[src/rtl/min_hold_driver_pkg.sv]
// rtl/min_hold_driver_pkg.sv - shared state encoding and width helpers for the min-hold output driver
package sync_pkg;

    typedef enum logic [1:0] {
        LOW     = 2'd0,
        HOLD_HI = 2'd1,
        HIGH    = 2'd2,
        HOLD_LO = 2'd3
    } hold_state_t;

    localparam int unsigned DEF_PRESCALE      = 16;
    localparam int unsigned DEF_HOLD_HI_TICKS = 8;
    localparam int unsigned DEF_HOLD_LO_TICKS = 8;

    function automatic int unsigned presc_width(input int unsigned prescale);
        return (prescale <= 2) ? 1 : $clog2(prescale);
    endfunction

    function automatic int unsigned tick_width(input int unsigned hi_ticks, input int unsigned lo_ticks);
        int unsigned m;
        m = (hi_ticks > lo_ticks) ? hi_ticks : lo_ticks;
        return $clog2(m + 1);
    endfunction

endpackage

[src/rtl/min_hold_driver_if.sv]
// rtl/min_hold_driver_if.sv - level request in, conditioned pin and status out
interface min_hold_driver_if;
    logic indata;
    logic outdata;
    logic busy;
    logic dropped;

    modport master (output indata, input outdata, input busy, input dropped);
    modport slave  (input indata, output outdata, output busy, output dropped);
endinterface

[src/rtl/min_hold_driver_hold_timer.sv]
// rtl/min_hold_driver_hold_timer.sv - prescaled down-counter; done marks the final cycle of a window
module hold_timer
    import sync_pkg::*;
#(
    parameter int unsigned PRESCALE = DEF_PRESCALE,
    parameter int unsigned TICK_W   = 4
) (
    input  logic              clk,
    input  logic              reset,
    input  logic              load,
    input  logic [TICK_W-1:0] ticks,
    output logic              done
);

    localparam int unsigned     PW        = presc_width(PRESCALE);
    localparam logic [PW-1:0]   PRESC_MAX = PW'(PRESCALE - 1);

    logic [PW-1:0]     presc_q, presc_d;
    logic [TICK_W-1:0] tick_q, tick_d;
    logic              run_q, run_d;

    // Window of ticks*PRESCALE cycles ends when both counters sit at zero.
    assign done = run_q && (presc_q == '0) && (tick_q == '0);

    always_comb begin
        presc_d = presc_q;
        tick_d  = tick_q;
        run_d   = run_q;
        if (load) begin
            presc_d = PRESC_MAX;
            tick_d  = ticks - 1'b1;
            run_d   = 1'b1;
        end else if (run_q) begin
            if (done) begin
                run_d = 1'b0;
            end else if (presc_q == '0) begin
                presc_d = PRESC_MAX;
                tick_d  = tick_q - 1'b1;
            end else begin
                presc_d = presc_q - 1'b1;
            end
        end
    end

    always_ff @(posedge clk or posedge reset) begin
        if (reset) begin
            presc_q <= '0;
            tick_q  <= '0;
            run_q   <= 1'b0;
        end else begin
            presc_q <= presc_d;
            tick_q  <= tick_d;
            run_q   <= run_d;
        end
    end

endmodule

[src/rtl/min_hold_driver.sv]
// rtl/min_hold_driver.sv - output conditioner enforcing minimum high/low times on a slow pin
module min_hold_driver
    import sync_pkg::*;
#(
    parameter int unsigned PRESCALE      = DEF_PRESCALE,
    parameter int unsigned HOLD_HI_TICKS = DEF_HOLD_HI_TICKS,
    parameter int unsigned HOLD_LO_TICKS = DEF_HOLD_LO_TICKS
) (
    input  logic              clk,
    input  logic              reset,
    min_hold_driver_if.slave  bus
);

    localparam int unsigned     TW   = tick_width(HOLD_HI_TICKS, HOLD_LO_TICKS);
    localparam logic [TW-1:0]   HI_T = TW'(HOLD_HI_TICKS);
    localparam logic [TW-1:0]   LO_T = TW'(HOLD_LO_TICKS);

    hold_state_t   state_q, state_d;
    logic          out_q, out_d;
    logic          busy_q, busy_d;
    logic          drop_q, drop_d;
    logic          pend_q, pend_d;
    logic          load;
    logic [TW-1:0] ticks;
    logic          done;

    hold_timer #(
        .PRESCALE (PRESCALE),
        .TICK_W   (TW)
    ) u_timer (
        .clk   (clk),
        .reset (reset),
        .load  (load),
        .ticks (ticks),
        .done  (done)
    );

    always_comb begin
        state_d = state_q;
        out_d   = out_q;
        pend_d  = pend_q;
        drop_d  = 1'b0;
        load    = 1'b0;
        ticks   = HI_T;
        case (state_q)
            LOW: begin
                if (bus.indata) begin
                    out_d   = 1'b1;
                    state_d = HOLD_HI;
                    load    = 1'b1;
                    ticks   = HI_T;
                end
            end
            HIGH: begin
                if (!bus.indata) begin
                    out_d   = 1'b0;
                    state_d = HOLD_LO;
                    load    = 1'b1;
                    ticks   = LO_T;
                end
            end
            HOLD_HI: begin
                pend_d = pend_q | (bus.indata != out_q);
                if (done) begin
                    if (!bus.indata) begin
                        out_d   = 1'b0;
                        state_d = HOLD_LO;
                        load    = 1'b1;
                        ticks   = LO_T;
                    end else begin
                        state_d = HIGH;
                        drop_d  = pend_q;
                    end
                end
            end
            HOLD_LO: begin
                pend_d = pend_q | (bus.indata != out_q);
                if (done) begin
                    if (bus.indata) begin
                        out_d   = 1'b1;
                        state_d = HOLD_HI;
                        load    = 1'b1;
                        ticks   = HI_T;
                    end else begin
                        state_d = LOW;
                        drop_d  = pend_q;
                    end
                end
            end
            default: begin
                state_d = LOW;
                out_d   = 1'b0;
            end
        endcase
        // A new window never inherits requests seen in the previous one.
        if (load) begin
            pend_d = 1'b0;
        end
        busy_d = (state_d == HOLD_HI) || (state_d == HOLD_LO);
    end

    always_ff @(posedge clk or posedge reset) begin
        if (reset) begin
            state_q <= LOW;
            out_q   <= 1'b0;
            busy_q  <= 1'b0;
            drop_q  <= 1'b0;
            pend_q  <= 1'b0;
        end else begin
            state_q <= state_d;
            out_q   <= out_d;
            busy_q  <= busy_d;
            drop_q  <= drop_d;
            pend_q  <= pend_d;
        end
    end

    assign bus.outdata = out_q;
    assign bus.busy    = busy_q;
    assign bus.dropped = drop_q;

endmodule
[src/flat_wrapper.sv]
// flat-port wrapper written by rule: the top's interface ports become plain ports
module min_hold_driver_flat import sync_pkg::*;
#(
    parameter int unsigned PRESCALE      = DEF_PRESCALE,
    parameter int unsigned HOLD_HI_TICKS = DEF_HOLD_HI_TICKS,
    parameter int unsigned HOLD_LO_TICKS = DEF_HOLD_LO_TICKS
)
  (clk, reset, bus_indata, bus_outdata, bus_busy, bus_dropped);
  min_hold_driver_if bus_i ();
  input  logic clk;
  input  logic reset;
  input wire logic [$bits(bus_i.indata)-1:0] bus_indata;
  output wire logic [$bits(bus_i.outdata)-1:0] bus_outdata;
  output wire logic [$bits(bus_i.busy)-1:0] bus_busy;
  output wire logic [$bits(bus_i.dropped)-1:0] bus_dropped;
  assign bus_i.indata = bus_indata;
  assign bus_outdata = bus_i.outdata;
  assign bus_busy = bus_i.busy;
  assign bus_dropped = bus_i.dropped;
  min_hold_driver #(.PRESCALE(PRESCALE), .HOLD_HI_TICKS(HOLD_HI_TICKS), .HOLD_LO_TICKS(HOLD_LO_TICKS)) u_core (.clk(clk), .reset(reset), .bus(bus_i));
endmodule
[config.mk]
export PLATFORM = sky130hd
export DESIGN_NAME = min_hold_driver_flat
export DESIGN_NICKNAME = d
export VERILOG_FILES = /design/src/rtl/min_hold_driver_pkg.sv /design/src/rtl/min_hold_driver_if.sv /design/src/rtl/min_hold_driver_hold_timer.sv /design/src/rtl/min_hold_driver.sv /design/src/flat_wrapper.sv
export SDC_FILE = /design/constraint.sdc
export NUM_CORES = 1
export LEC_CHECK = 0
export ABC_CLOCK_PERIOD_IN_PS = 7630
export CAP_MARGIN = 20
export CORE_UTILIZATION = 40
export CTS_CLUSTER_DIAMETER = 150
export DETAILED_ROUTE_END_ITERATION = 8
export GPL_TIMING_DRIVEN = 0
export MAX_ROUTING_LAYER = met4
export PLACE_DENSITY = 0.66
export SYNTH_ARGS = -nofsm -noshare
export SYNTH_HDL_FRONTEND = slang
export SYNTH_HIERARCHICAL = 1
export SYNTH_SLANG_ARGS = --single-unit
export TNS_END_PERCENT = 5
[constraint.sdc]
create_clock -name clk -period 7.63 [get_ports clk]
set_input_delay 1.526 -clock clk [delete_from_list [all_inputs] [get_ports clk]]
set_output_delay 1.526 -clock clk [all_outputs]
set_load 0.005 [all_outputs]
==> results.tsv <==
stage	metric	value	unit
sta	hold_viol_final	0	
setup_path	start_kind	primary input	
setup_path	required	7.79	ns
floorplan	die_w	52.4	um
sta	finalCriticalPeriod	3.72	ns
global_routing	track_usage	16.4	%
global_routing	grt_overflow	0	
floorplan	dieArea	2750	um^2
logic_synthesis	yosysSeqAreaShare	34.4	%
setup_path	r2r_start	u_core/u_timer/presc_q[0]	
logic_synthesis	synthCells	102	
route	ant_nets	0	
layout	fin_util	50.4	%
logic_synthesis	synthTopCellsByArea	dfrtp_1 (34%), ha_1 (11%), mux2i_1 (6.9%)	
floorplan	initial_core_util	44.3	%
clocking	cts_resized	0	
layout	fin_nets	129	
logic_synthesis	synth_edf_count	0	
logic_synthesis	synth_top_area_share	34.4	%
route	drtIter0Drc	17	
sta	fin_crit_sh	48.8	%
floorplan	die_y	52.4	um
setup_path	crit_top_cell	mux2i_1	
sta	tightest_slew	0.599	ns
worst_hold_path	hold_class	reg -> reg	
route	drc_errors	0	
power	vdd_drop_max	226	uV
global_routing	first_global_vias	722	
placed_design	dp_hpwl	1.33	mm
route	drt-wirelength-per-cell	12.3	um
setup_path	path_class	in -> reg	
sta	setup_violations	0	
setup_path	crit_family	buffers and inverters	
setup_path	reg2reg_slack	4.12	ns
worst_hold_path	hold_end	u_core/bus.dropped	
setup_path	max_stage_delay	0.54	ns
clocking	clock_latency	0.28	ns
placed_design	gp_congestion	0.779	
floorplan	row_count	17	
logic_synthesis	syn_avg_cell_area	9.97	um^2
clocking	cts.htree.levels	1	
setup_path	cp_max_fo	10	
clocking	clock_sinks	14	
clocking	clockRootBuffer	clkbuf_4	
placed_design	port_buffers	5	
power	cellLeakagePower	0.000521	uW
logic_synthesis	synth_ff_type	dfrtp_1	
logic_synthesis	netlist_area	1020	um^2
clocking	cts_buffer_depth	2	
setup_path	r2r-end	u_core/u_timer/tick_q[2]	
logic_synthesis	async_flop_share	100	%
layout	area_growth	13.8	%
floorplan	ios	6	
clocking	cts_buffers	3	
route	dr.pass1.iters	2	
clocking	tritoncts	built	
layout	drive_above_1_share	15.5	%
floorplan	coreArea	2300	um^2
sta	fin_setup_tns	0	ns
sta	slew_violations	0	
setup_path	cp.buffers_inverters	3	
worst_hold_path	min_from	u_core/pend_q	
sta	rsz0062_at_grt	false	
route	dr_total_vias	739	
sta	fmax	269	MHz
layout	diodes	0	
route	viasPerCell	5.13	
logic_synthesis	yosysMostFrequentCell	dfrtp_1	
run_status	status	finished clean	
logic_synthesis	synth_top_area_cell	dfrtp_1	
worst_hold_path	hold_path_depth	2	
clocking	clk_pin_slew	0.09	ns
sta	slew_headroom	59.7	%
global_routing	grt_antenna_before_repair	0	
setup_path	crit_path_top_delay_cell	o31ai_1	
route	wl	1.78	mm
setup_path	end_kind	flip-flop	
clocking	postCtsSetupBuffers	0	
power	cellPowerDensity	372	nW/um^2
clocking	cts_hold_buf	0	
logic_synthesis	ys_top_cells_by_count	dfrtp_1 (14), inv_1 (11), ha_1 (9)	
logic_synthesis	ys_warn_count	6	
sta	finClkSkew	0.00718	ns
setup_path	rr_worst_depth	13	
setup_path	cp.depth	9	
global_routing	grt_pass1_wl	3.19	mm
logic_synthesis	yosysUniqueCellTypes	42	
logic_synthesis	ys_ff_latch	14	
flow_run	drv_cap	0	
setup_path	arrival	3.88	ns
global_routing	grt_max_degree	11	
setup_path	path_cells	clkdlybuf4s50_1, buf_6, o31ai_1, buf_2, mux2i_1, ha_1, nand4_1, xor2_1, mux2i_1	
report_power, final:
part / total (uW) / switching [uW] / internal, uW / leakage (uW)
registers: 137 / 29.5 / 107 / 0.000157
logic: 241 / 120 / 121 / 0.000343
clock network: 52.5 / 23.5 / 29.0 / 0.0000210
placed cells by master, fill, tap and decap left out, types with 2 or more instances in the layout:
cell,count
mux2i_1,7
clkdlybuf4s50_1,5
ha_1,9
xor2_1,2
clkbuf_4,3
dfrtp_1,14
nand2_1,6
inv_1,11
conb_1,7
nand2b_1,6
nor2_1,7
a21oi_1,6
cells by family (layout without fill, tap and decap cells):
kind of cell    count (synthesis)  in the layout  synth area share (%)
xor+xnor                        3              3                  2.58
other cells                     2              7                 0.738
buf+inv                        13             22                  5.66
compound gates                 23             23                  19.4
simple gates                   29             29                  16.6
mux                             9              9                  9.47
flops                          14             14                  34.4
fa+ha+maj                       9              9                  11.1
through the flow:
stage | instances | hold slack (ns) | instance area, um^2 | setup slack (ns) | total power, uW
after floorplan | 107 | 0.473 | 1040 | 4.38 | 324
after global placement | 140 | 0.489 | 1120 | 3.62 | 370
after detailed placement | 140 | 0.498 | 1120 | 3.65 | 378
after CTS | 144 | 0.510 | 1160 | 3.91 | 434
after global routing | 144 | 0.525 | 1160 | 3.65 | 472
final | 144 | 0.510 | 1160 | 3.91 | 431
worst max-delay path by stage:
| stage | startpoint | end | slack, ns |
|---|---|---|---|
| 2_1_floorplan | bus_indata | u_core/u_timer/tick_q[2] | 4.38 |
| 3_3_place_gp | bus_indata | u_core/u_timer/tick_q[2] | 3.62 |
| 3_5_place_dp | bus_indata | u_core/u_timer/tick_q[2] | 3.65 |
| 4_1_cts | bus_indata | u_core/u_timer/tick_q[2] | 3.91 |
| 5_1_grt | bus_indata | u_core/u_timer/tick_q[2] | 3.65 |
| 6_report | bus_indata | u_core/u_timer/tick_q[2] | 3.91 |
sequential cells by signal, indices dropped and copies added (netlist names):
name                    flops
u_core/u_timer/presc_q      4
u_core/u_timer/tick_q       4
u_core/bus.busy             1
u_core/bus.dropped          1
u_core/bus.outdata          1
u_core/pend_q               1
u_core/state_q              1
u_core/u_timer/run_q        1
final cells by class:
class | instances | area (um^2)
plain buffers | 2 | 16.3
clock buffers | 4 | 36.3
fillers | 215 | 1140
inverters | 11 | 41.3
multi-input cells | 80 | 628
flip-flops and latches | 14 | 350
well taps | 28 | 35.0
repair buffers | 5 | 50.0
worst reg2reg max path: stages (launching register included):
cell	delay, ns
dfrtp_1	0.39
inv_1	0.08
ha_1	0.22
nor3b_2	0.33
nand2_1	0.13
nor2_1	0.34
a21oi_1	0.16
o31ai_1	0.53
buf_2	0.35
mux2i_1	0.28
ha_1	0.23
nand4_1	0.10
xor2_1	0.16
mux2i_1	0.08
per-layer routing:
metal,track usage [%],routed length (um),up-vias
met5,-,0,-
met4,3.95,14,0
met3,5.51,45,2
met2,27.4,876,6
met1,18.9,838,356
li1,-,-,375
(Power assumes the default switching activity.)
